$ cat src/rtl/cpu_bus_master.sv
// 68030-protocol bus initiator: runs one operand request as 1-4 asynchronous bus
// cycles with dynamic bus sizing, DSACK/BERR synchronizers and a per-cycle timeout.
//   state | meaning
//   IDLE  | waiting for START
//   ADRP  | address/SIZ/RnW driven, strobes still negated
//   ASRT  | nAS low (and nDS for reads)
//   WAIT  | waiting for synchronized DSACK/BERR or timeout
//   RECOV | strobes negated, waiting for DSACK/BERR release
module cpu_bus_master #(
  parameter int TIMEOUT_CYCLES = 256
) (
  input  logic        CLK,
  input  logic        RST,
  input  logic        START,
  input  logic [31:0] REQ_ADDR,
  input  logic        REQ_RnW,
  input  logic [1:0]  REQ_SIZ,
  input  logic [31:0] REQ_WDATA,
  output logic [31:0] RDATA,
  output logic        BUSY,
  output logic        DONE,
  output logic        ERR,
  output logic        nAS,
  output logic        nDS,
  output logic        RnW,
  output logic [1:0]  SIZ,
  output logic [31:0] ADDR,
  output logic [31:0] DOUT,
  output logic        DOUT_OE,
  input  logic [31:0] DIN,
  input  logic [1:0]  DSACK,
  input  logic        BERR
);

  typedef enum logic [2:0] {S_IDLE, S_ADRP, S_ASRT, S_WAIT, S_RECOV} state_t;

  localparam logic [11:0] TLOAD = 12'(TIMEOUT_CYCLES - 1);

  state_t      state_q, state_nxt;
  logic [1:0]  dsack_m, dsack_s;
  logic        berr_m, berr_s;
  logic [2:0]  rem_q, rem_nxt;
  logic [31:0] op_q, op_nxt;
  logic [31:0] acc_q, acc_nxt;
  logic        err_q, err_nxt;
  logic [11:0] tmr_q, tmr_nxt;

  logic [31:0] rdata_nxt, addr_nxt, dout_nxt;
  logic        busy_nxt, done_nxt, erro_nxt, nas_nxt, nds_nxt, rnw_nxt, oe_nxt;
  logic [1:0]  siz_nxt;

  logic [2:0]  req_rem, port_b, avail, n_b, rem_left;
  logic [1:0]  off;
  logic [31:0] req_op, op_shift, acc_tmp, addr_inc;

  // OP0 always sits in bits 31:24; lanes follow the 68030 write multiplexer
  function automatic logic [31:0] wlanes(input logic [1:0] a, input logic [31:0] op);
    logic [7:0] o0, o1, o2, o3, b1, b0;
    {o0, o1, o2, o3} = op;
    case (a)
      2'd0:    b1 = o2;
      2'd1:    b1 = o1;
      default: b1 = o0;
    endcase
    case (a)
      2'd0:    b0 = o3;
      2'd1:    b0 = o2;
      2'd2:    b0 = o1;
      default: b0 = o0;
    endcase
    return {o0, (a[0] ? o0 : o1), b1, b0};
  endfunction

  function automatic logic [7:0] lane_byte(input logic [31:0] d, input logic [1:0] l);
    case (l)
      2'd0:    return d[31:24];
      2'd1:    return d[23:16];
      2'd2:    return d[15:8];
      default: return d[7:0];
    endcase
  endfunction

  always_ff @(posedge CLK) begin
    if (RST) begin
      state_q <= S_IDLE;
      dsack_m <= 2'b00;
      dsack_s <= 2'b00;
      berr_m  <= 1'b0;
      berr_s  <= 1'b0;
      rem_q   <= '0;
      op_q    <= '0;
      acc_q   <= '0;
      err_q   <= 1'b0;
      tmr_q   <= '0;
      RDATA   <= '0;
      BUSY    <= 1'b0;
      DONE    <= 1'b0;
      ERR     <= 1'b0;
      nAS     <= 1'b1;
      nDS     <= 1'b1;
      RnW     <= 1'b1;
      SIZ     <= 2'b00;
      ADDR    <= '0;
      DOUT    <= '0;
      DOUT_OE <= 1'b0;
    end else begin
      state_q <= state_nxt;
      dsack_m <= DSACK;
      dsack_s <= dsack_m;
      berr_m  <= BERR;
      berr_s  <= berr_m;
      rem_q   <= rem_nxt;
      op_q    <= op_nxt;
      acc_q   <= acc_nxt;
      err_q   <= err_nxt;
      tmr_q   <= tmr_nxt;
      RDATA   <= rdata_nxt;
      BUSY    <= busy_nxt;
      DONE    <= done_nxt;
      ERR     <= erro_nxt;
      nAS     <= nas_nxt;
      nDS     <= nds_nxt;
      RnW     <= rnw_nxt;
      SIZ     <= siz_nxt;
      ADDR    <= addr_nxt;
      DOUT    <= dout_nxt;
      DOUT_OE <= oe_nxt;
    end
  end

  // per-cycle transfer size from the acknowledged port width
  always_comb begin
    req_rem = (REQ_SIZ == 2'b00) ? 3'd4 : {1'b0, REQ_SIZ};
    req_op  = REQ_WDATA << {3'd4 - req_rem, 3'b000};
    case (dsack_s)
      2'b11: begin port_b = 3'd4; off = ADDR[1:0];       end
      2'b10: begin port_b = 3'd2; off = {1'b0, ADDR[0]}; end
      default: begin port_b = 3'd1; off = 2'd0;          end
    endcase
    avail    = port_b - {1'b0, off};
    n_b      = (rem_q < avail) ? rem_q : avail;
    rem_left = rem_q - n_b;
    addr_inc = ADDR + {29'd0, n_b};
    op_shift = op_q << {n_b, 3'b000};
    acc_tmp  = acc_q;
    for (int i = 0; i < 4; i++) begin
      if (3'(i) < n_b) acc_tmp = {acc_tmp[23:0], lane_byte(DIN, off + 2'(i))};
    end
  end

  always_comb begin
    state_nxt = state_q;
    rem_nxt   = rem_q;
    op_nxt    = op_q;
    acc_nxt   = acc_q;
    err_nxt   = err_q;
    tmr_nxt   = tmr_q;
    rdata_nxt = RDATA;
    busy_nxt  = BUSY;
    done_nxt  = 1'b0;
    erro_nxt  = 1'b0;
    nas_nxt   = nAS;
    nds_nxt   = nDS;
    rnw_nxt   = RnW;
    siz_nxt   = SIZ;
    addr_nxt  = ADDR;
    dout_nxt  = DOUT;
    oe_nxt    = DOUT_OE;
    case (state_q)
      S_IDLE: begin
        if (START) begin
          rem_nxt   = req_rem;
          op_nxt    = req_op;
          acc_nxt   = '0;
          err_nxt   = 1'b0;
          addr_nxt  = REQ_ADDR;
          siz_nxt   = req_rem[1:0];
          rnw_nxt   = REQ_RnW;
          dout_nxt  = wlanes(REQ_ADDR[1:0], req_op);
          oe_nxt    = ~REQ_RnW;
          busy_nxt  = 1'b1;
          state_nxt = S_ADRP;
        end
      end
      S_ADRP: begin
        nas_nxt   = 1'b0;
        nds_nxt   = ~RnW;
        state_nxt = S_ASRT;
      end
      S_ASRT: begin
        nds_nxt   = 1'b0;
        tmr_nxt   = TLOAD;
        state_nxt = S_WAIT;
      end
      S_WAIT: begin
        if (berr_s || (dsack_s == 2'b00 && tmr_q == '0)) begin
          nas_nxt   = 1'b1;
          nds_nxt   = 1'b1;
          oe_nxt    = 1'b0;
          err_nxt   = 1'b1;
          rem_nxt   = '0;
          state_nxt = S_RECOV;
        end else if (dsack_s != 2'b00) begin
          nas_nxt   = 1'b1;
          nds_nxt   = 1'b1;
          oe_nxt    = 1'b0;
          rem_nxt   = rem_left;
          addr_nxt  = addr_inc;
          siz_nxt   = rem_left[1:0];
          op_nxt    = op_shift;
          dout_nxt  = wlanes(addr_inc[1:0], op_shift);
          if (RnW) acc_nxt = acc_tmp;
          state_nxt = S_RECOV;
        end else begin
          tmr_nxt = tmr_q - 12'd1;
        end
      end
      S_RECOV: begin
        if (dsack_s == 2'b00 && !berr_s) begin
          if (rem_q != '0) begin
            nas_nxt   = 1'b0;
            nds_nxt   = ~RnW;
            oe_nxt    = ~RnW;
            state_nxt = S_ASRT;
          end else begin
            done_nxt  = 1'b1;
            erro_nxt  = err_q;
            busy_nxt  = 1'b0;
            if (RnW) rdata_nxt = acc_q;
            state_nxt = S_IDLE;
          end
        end
      end
      default: state_nxt = S_IDLE;
    endcase
  end

endmodule
$ cat config.mk
export PLATFORM = sky130hd
export DESIGN_NAME = cpu_bus_master
export DESIGN_NICKNAME = d
export VERILOG_FILES = /design/src/rtl/cpu_bus_master.sv
export SDC_FILE = /design/constraint.sdc
export NUM_CORES = 1
export LEC_CHECK = 0
export ABC_CLOCK_PERIOD_IN_PS = 14600
export CORE_AREA = 2 2 152 154
export DETAILED_ROUTE_END_ITERATION = 8
export DIE_AREA = 0 0 154 156
export DONT_BUFFER_PORTS = 1
export PLACE_DENSITY = 0.78
export SKIP_CTS_REPAIR_TIMING = 1
export SYNTH_ARGS = -nofsm -noshare
export SYNTH_HDL_FRONTEND = slang
export SYNTH_SLANG_ARGS = --single-unit
$ cat constraint.sdc
create_clock -name CLK -period 14.6 [get_ports CLK]
set_input_delay 2.92 -clock CLK [delete_from_list [all_inputs] [get_ports CLK]]
set_output_delay 2.92 -clock CLK [all_outputs]
set_load 0.005 [all_outputs]
==> reports/results.txt <==
Across the run, the number of max-cap violations was 0. The signed area change from the synthesized netlist to the final layout was 3.61%. The cell row count was 55; the level count of the clock H-tree was 4. After detailed routing, the wire length on met1 is 15600 µm. The tightest min-delay check is of the register to register type. The worst path required time was 14.92 ns. Post-detailed-route wirelength per cell: 21.4 µm.

In this run, the number of DRC markers left after iteration 0 of detailed routing was 1679. Slowest stage cell on the critical path: ha_1. The static leakage power is 4.67 nW. The tools report the global-route wire length before repair as 60200 µm. The delay contributed by the slowest stage of the critical path is 0.93 ns.

The TritonCTS buffer count was 17. TritonCTS built the clock tree. After clock tree synthesis, the clock-pin slew on the worst setup and hold paths is 0.08 ns.

The amount of wire on met3 after detailed routing was 4200 µm. The ratio of cells with drive above 1 in the final layout came out at 0.0688. The count of synthesis-stage warnings from yosys was 0.

The post-synthesis sequential element count is 186. Setup violations remaining at the end of the flow were counted as 0. The synthesized-area fraction occupied by ao, oa, aoi and oai cells is 0.274, and the final-report max-slew violation count is 0. For this run, design rule violations remaining after detail routing come to 0. Area fraction of the dominant cell type after synthesis: 0.305. Dividing total power by cell area gives a power density of 126 nW/µm². By instance count, the leading cell after synthesis is nand2_1. Along the worst path, the maximum fanout reaches 62. The number of antenna diodes in the final layout is 0. The overall track demand over capacity in global routing is 0.308.

Clock latency on the worst-skew pair, taken at its later pin, is 0.44 ns. Initial antenna violation count: 1. The run gives 12200 µm² as the post-synthesis instance area. The number of failing hold endpoints at the final stage came out at 0. 210 I/O pins were placed. The wire-length estimate of the detail-placed layout is 26600 µm. Setup repair after global routing left no endpoint under its margin. Wire length on met2: 17400 µm.

The routability-driven placement congestion ratio was 0.965; the worst setup skew after layout was 0.00932 ns. The run gives 0.305 as the proportion of synthesized chip area in sequential cells. For the post-layout net count, the log shows 1615.

The detailed router used layers up to and including met5. The tools report the area of the core region as 22400 µm². By area, the combinational part of the netlist is dominated by compound AO/OA/AOI/OAI gates.

The first TritonRoute pass finished after 9 iterations. Maximum clock frequency: 145 MHz. Broken down by cell family, the worst path's largest delay share belongs to adder cells. The number of port buffers works out to 0. The tools report the share of the core filled with cells in the final layout as 0.566. In this run the vertical extent of the chip is 156 µm. The run finished with clean final reports. After global routing the overflow that remains totals 0.

Data on the critical path arrives at its endpoint at 7.22 ns. No sink is reached through more buffers than the 2 on the longest clock path. For the pin with the worst max-slew slack, the measured transition is 1.08 ns.

The worst-case IR drop observed on VDD is 78.6 µV. The critical path goes through nand3_1, inv_2, fa_1, ha_1, nor3_1, o31a_4, nor2_8, buf_4, inv_2, ha_1, inv_1, nor2_1, o21ai_0, o211ai_1, o31ai_1. The post-synthesis simple-gate area fraction came out at 0.215.

In the synthesized netlist, the number of instances is 1607. The multiplexer fraction of the synthesized cell area works out to 0.127. Yosys attributes the largest share of cell area to dfxtp_1 31%, mux2i_1 8.9%, nand2_1 7.4%, a21oi_1 5.2%, o21ai_0 4.6%. Number of global-route vias before repair: 10857.

The worst slew margin relative to its limit was 0.279. Clock root buffer master: clkbuf_16. The final layout contains routed wiring with a total length of 38400 µm.

The worst path in the final design needs a cycle of 6.90 ns, including I/O delays and setup. The detail route stage leaves a number of antenna-violating nets equal to 0. The adder and majority cell fraction of the synthesized area works out to 0.0141. Counting the fill cells in the layout gives 2094. The worst setup path is of the register to register kind. The number of nets in the synthesized netlist is 1724.

Type of destination of the critical path: a register. In the synthesized netlist, the cells that appear most often are 240 x nand2_1, 186 x dfxtp_1, 139 x nor2_1, 128 x a21oi_1, 111 x o21ai_0. STA classifies the critical path startpoint as a register. The full die area is 24000 µm², and the starting density of the core is 0.546.

Largest net degree at the start of global routing: 153. The clock net sink count was 186; the number of distinct library cells after synthesis was 80. The critical path contains buffers and inverters numbering 4 combined.

Of all cell types, the one taking the most synthesized area is dfxtp_1. The most used flip-flop cell after synthesis is dfxtp_1. For the final routed database, the setup TNS stands at 0 ns.

Dividing the synthesized area by the synthesized cell count gives 7.60 µm². The average vias per placed instance works out to 6.78. The share of async-settable or async-resettable flops after synthesis is 0, and the number of enable-type register cells in the synthesized netlist is 0.

The final critical-path share of the clock period works out to 0.472. The total via count in the routed design is 12175, and the die boundary width is 154 µm. The XOR/XNOR share of the synthesized area is 0.00789.
-- worst paths after layout --
path / from / to / slack (ns) / depth (start not counted)
worst max-delay path: ADDR[1] / DOUT[2] / 7.70 / 15
worst min-delay path: dsack_m[0] / dsack_s[0] / 0.44 / 1
worst max register to register: ADDR[1] / DOUT[2] / 7.70 / 15
worst min register to register: dsack_m[0] / dsack_s[0] / 0.44 / 1
-- sequential cells by signal, indices dropped and copies added, names as in the netlist, 2 cells and up --
register and cells:
RDATA 32, state_q 3, tmr_q 12, SIZ 2, rem_q 3, dsack_m 2
DOUT 32, dsack_s 2, acc_q 32, op_q 24, ADDR 32
-- cell families after synthesis --
family | Yosys count
XOR/XNOR | 11
AO/OA/AOI/OAI | 513
multiplexers | 140
adder cells (fa/ha/maj) | 12
buffers and inverters | 164
flip-flops | 186
AND/OR/NAND/NOR | 581
-- cells in the final DEF (no fill, tap or decap), types with 6 or more instances in the layout --
master / count
a211oi_1: 37
a21o_1: 12
a21oi_1: 128
a221oi_1: 22
a22o_1: 11
a22oi_1: 40
a2bb2oi_1: 7
a31oi_1: 26
and3_1: 22
buf_4: 13
clkbuf_16: 17
dfxtp_1: 186
ha_1: 9
inv_1: 19
mux2_2: 22
mux2i_1: 108
mux4_2: 10
nand2_1: 237
nand2b_1: 8
nand3_1: 45
nand4_1: 7
nor2_1: 139
nor2b_1: 18
nor3_1: 61
o211ai_1: 14
o21a_1: 7
o21ai_0: 111
o21bai_1: 7
o221ai_1: 9
o22ai_1: 22
o311ai_0: 6
o31ai_1: 11
or2_2: 7
or3_1: 9
xnor2_1: 9
-- layout make-up --
cell class	count	area (µm²)	share of cell area
clock inverters	7	80.1	0.00633
clock buffers	25	495	0.0392
inverters	23	86.3	0.00683
multi-input cells	1257	7810	0.617
well taps	285	357	0.0282
flip-flops and latches	186	3720	0.294
repair buffers	13	97.6	0.00772
-- through the flow --
step	worst slack, ns	std cells	instance area, µm²	hold slack [ns]	total power [mW]
6_report	7.70	1796	12600	0.436	1.59
5_1_grt	7.41	1796	12600	0.458	1.66
4_1_cts	7.94	1796	12600	0.443	1.57
3_5_place_dp	7.95	1764	12100	0.428	1.11
3_3_place_gp	8.13	1764	12100	0.418	1.10
2_1_floorplan	9.09	1607	12200	0.414	1.01
-- worst register-to-register path, delay by kind of cell (launching register included) --
family | cells | cell delay (ns)
buffers and inverters | 4 | 1.86
adder cells (fa/ha/maj) | 3 | 1.86
AND/OR/NAND/NOR | 4 | 1.62
AO/OA/AOI/OAI | 4 | 0.82
flip-flops | 1 | 0.63
-- power breakdown --
part	internal, mW	total, mW	switching, mW
combinational	0.180	0.510	0.331
sequential	0.552	0.607	0.0559
clock	0.257	0.471	0.214
total	0.988	1.59	0.601
-- metal layers --
layer | vias to the layer above | global-route usage
li1 | 5688 | -
met1 | 5698 | 0.407
met2 | 694 | 0.483
met3 | 93 | 0.0803
met4 | 2 | 0.116
met5 | - | 0
Power figures use the tool's default switching activity.
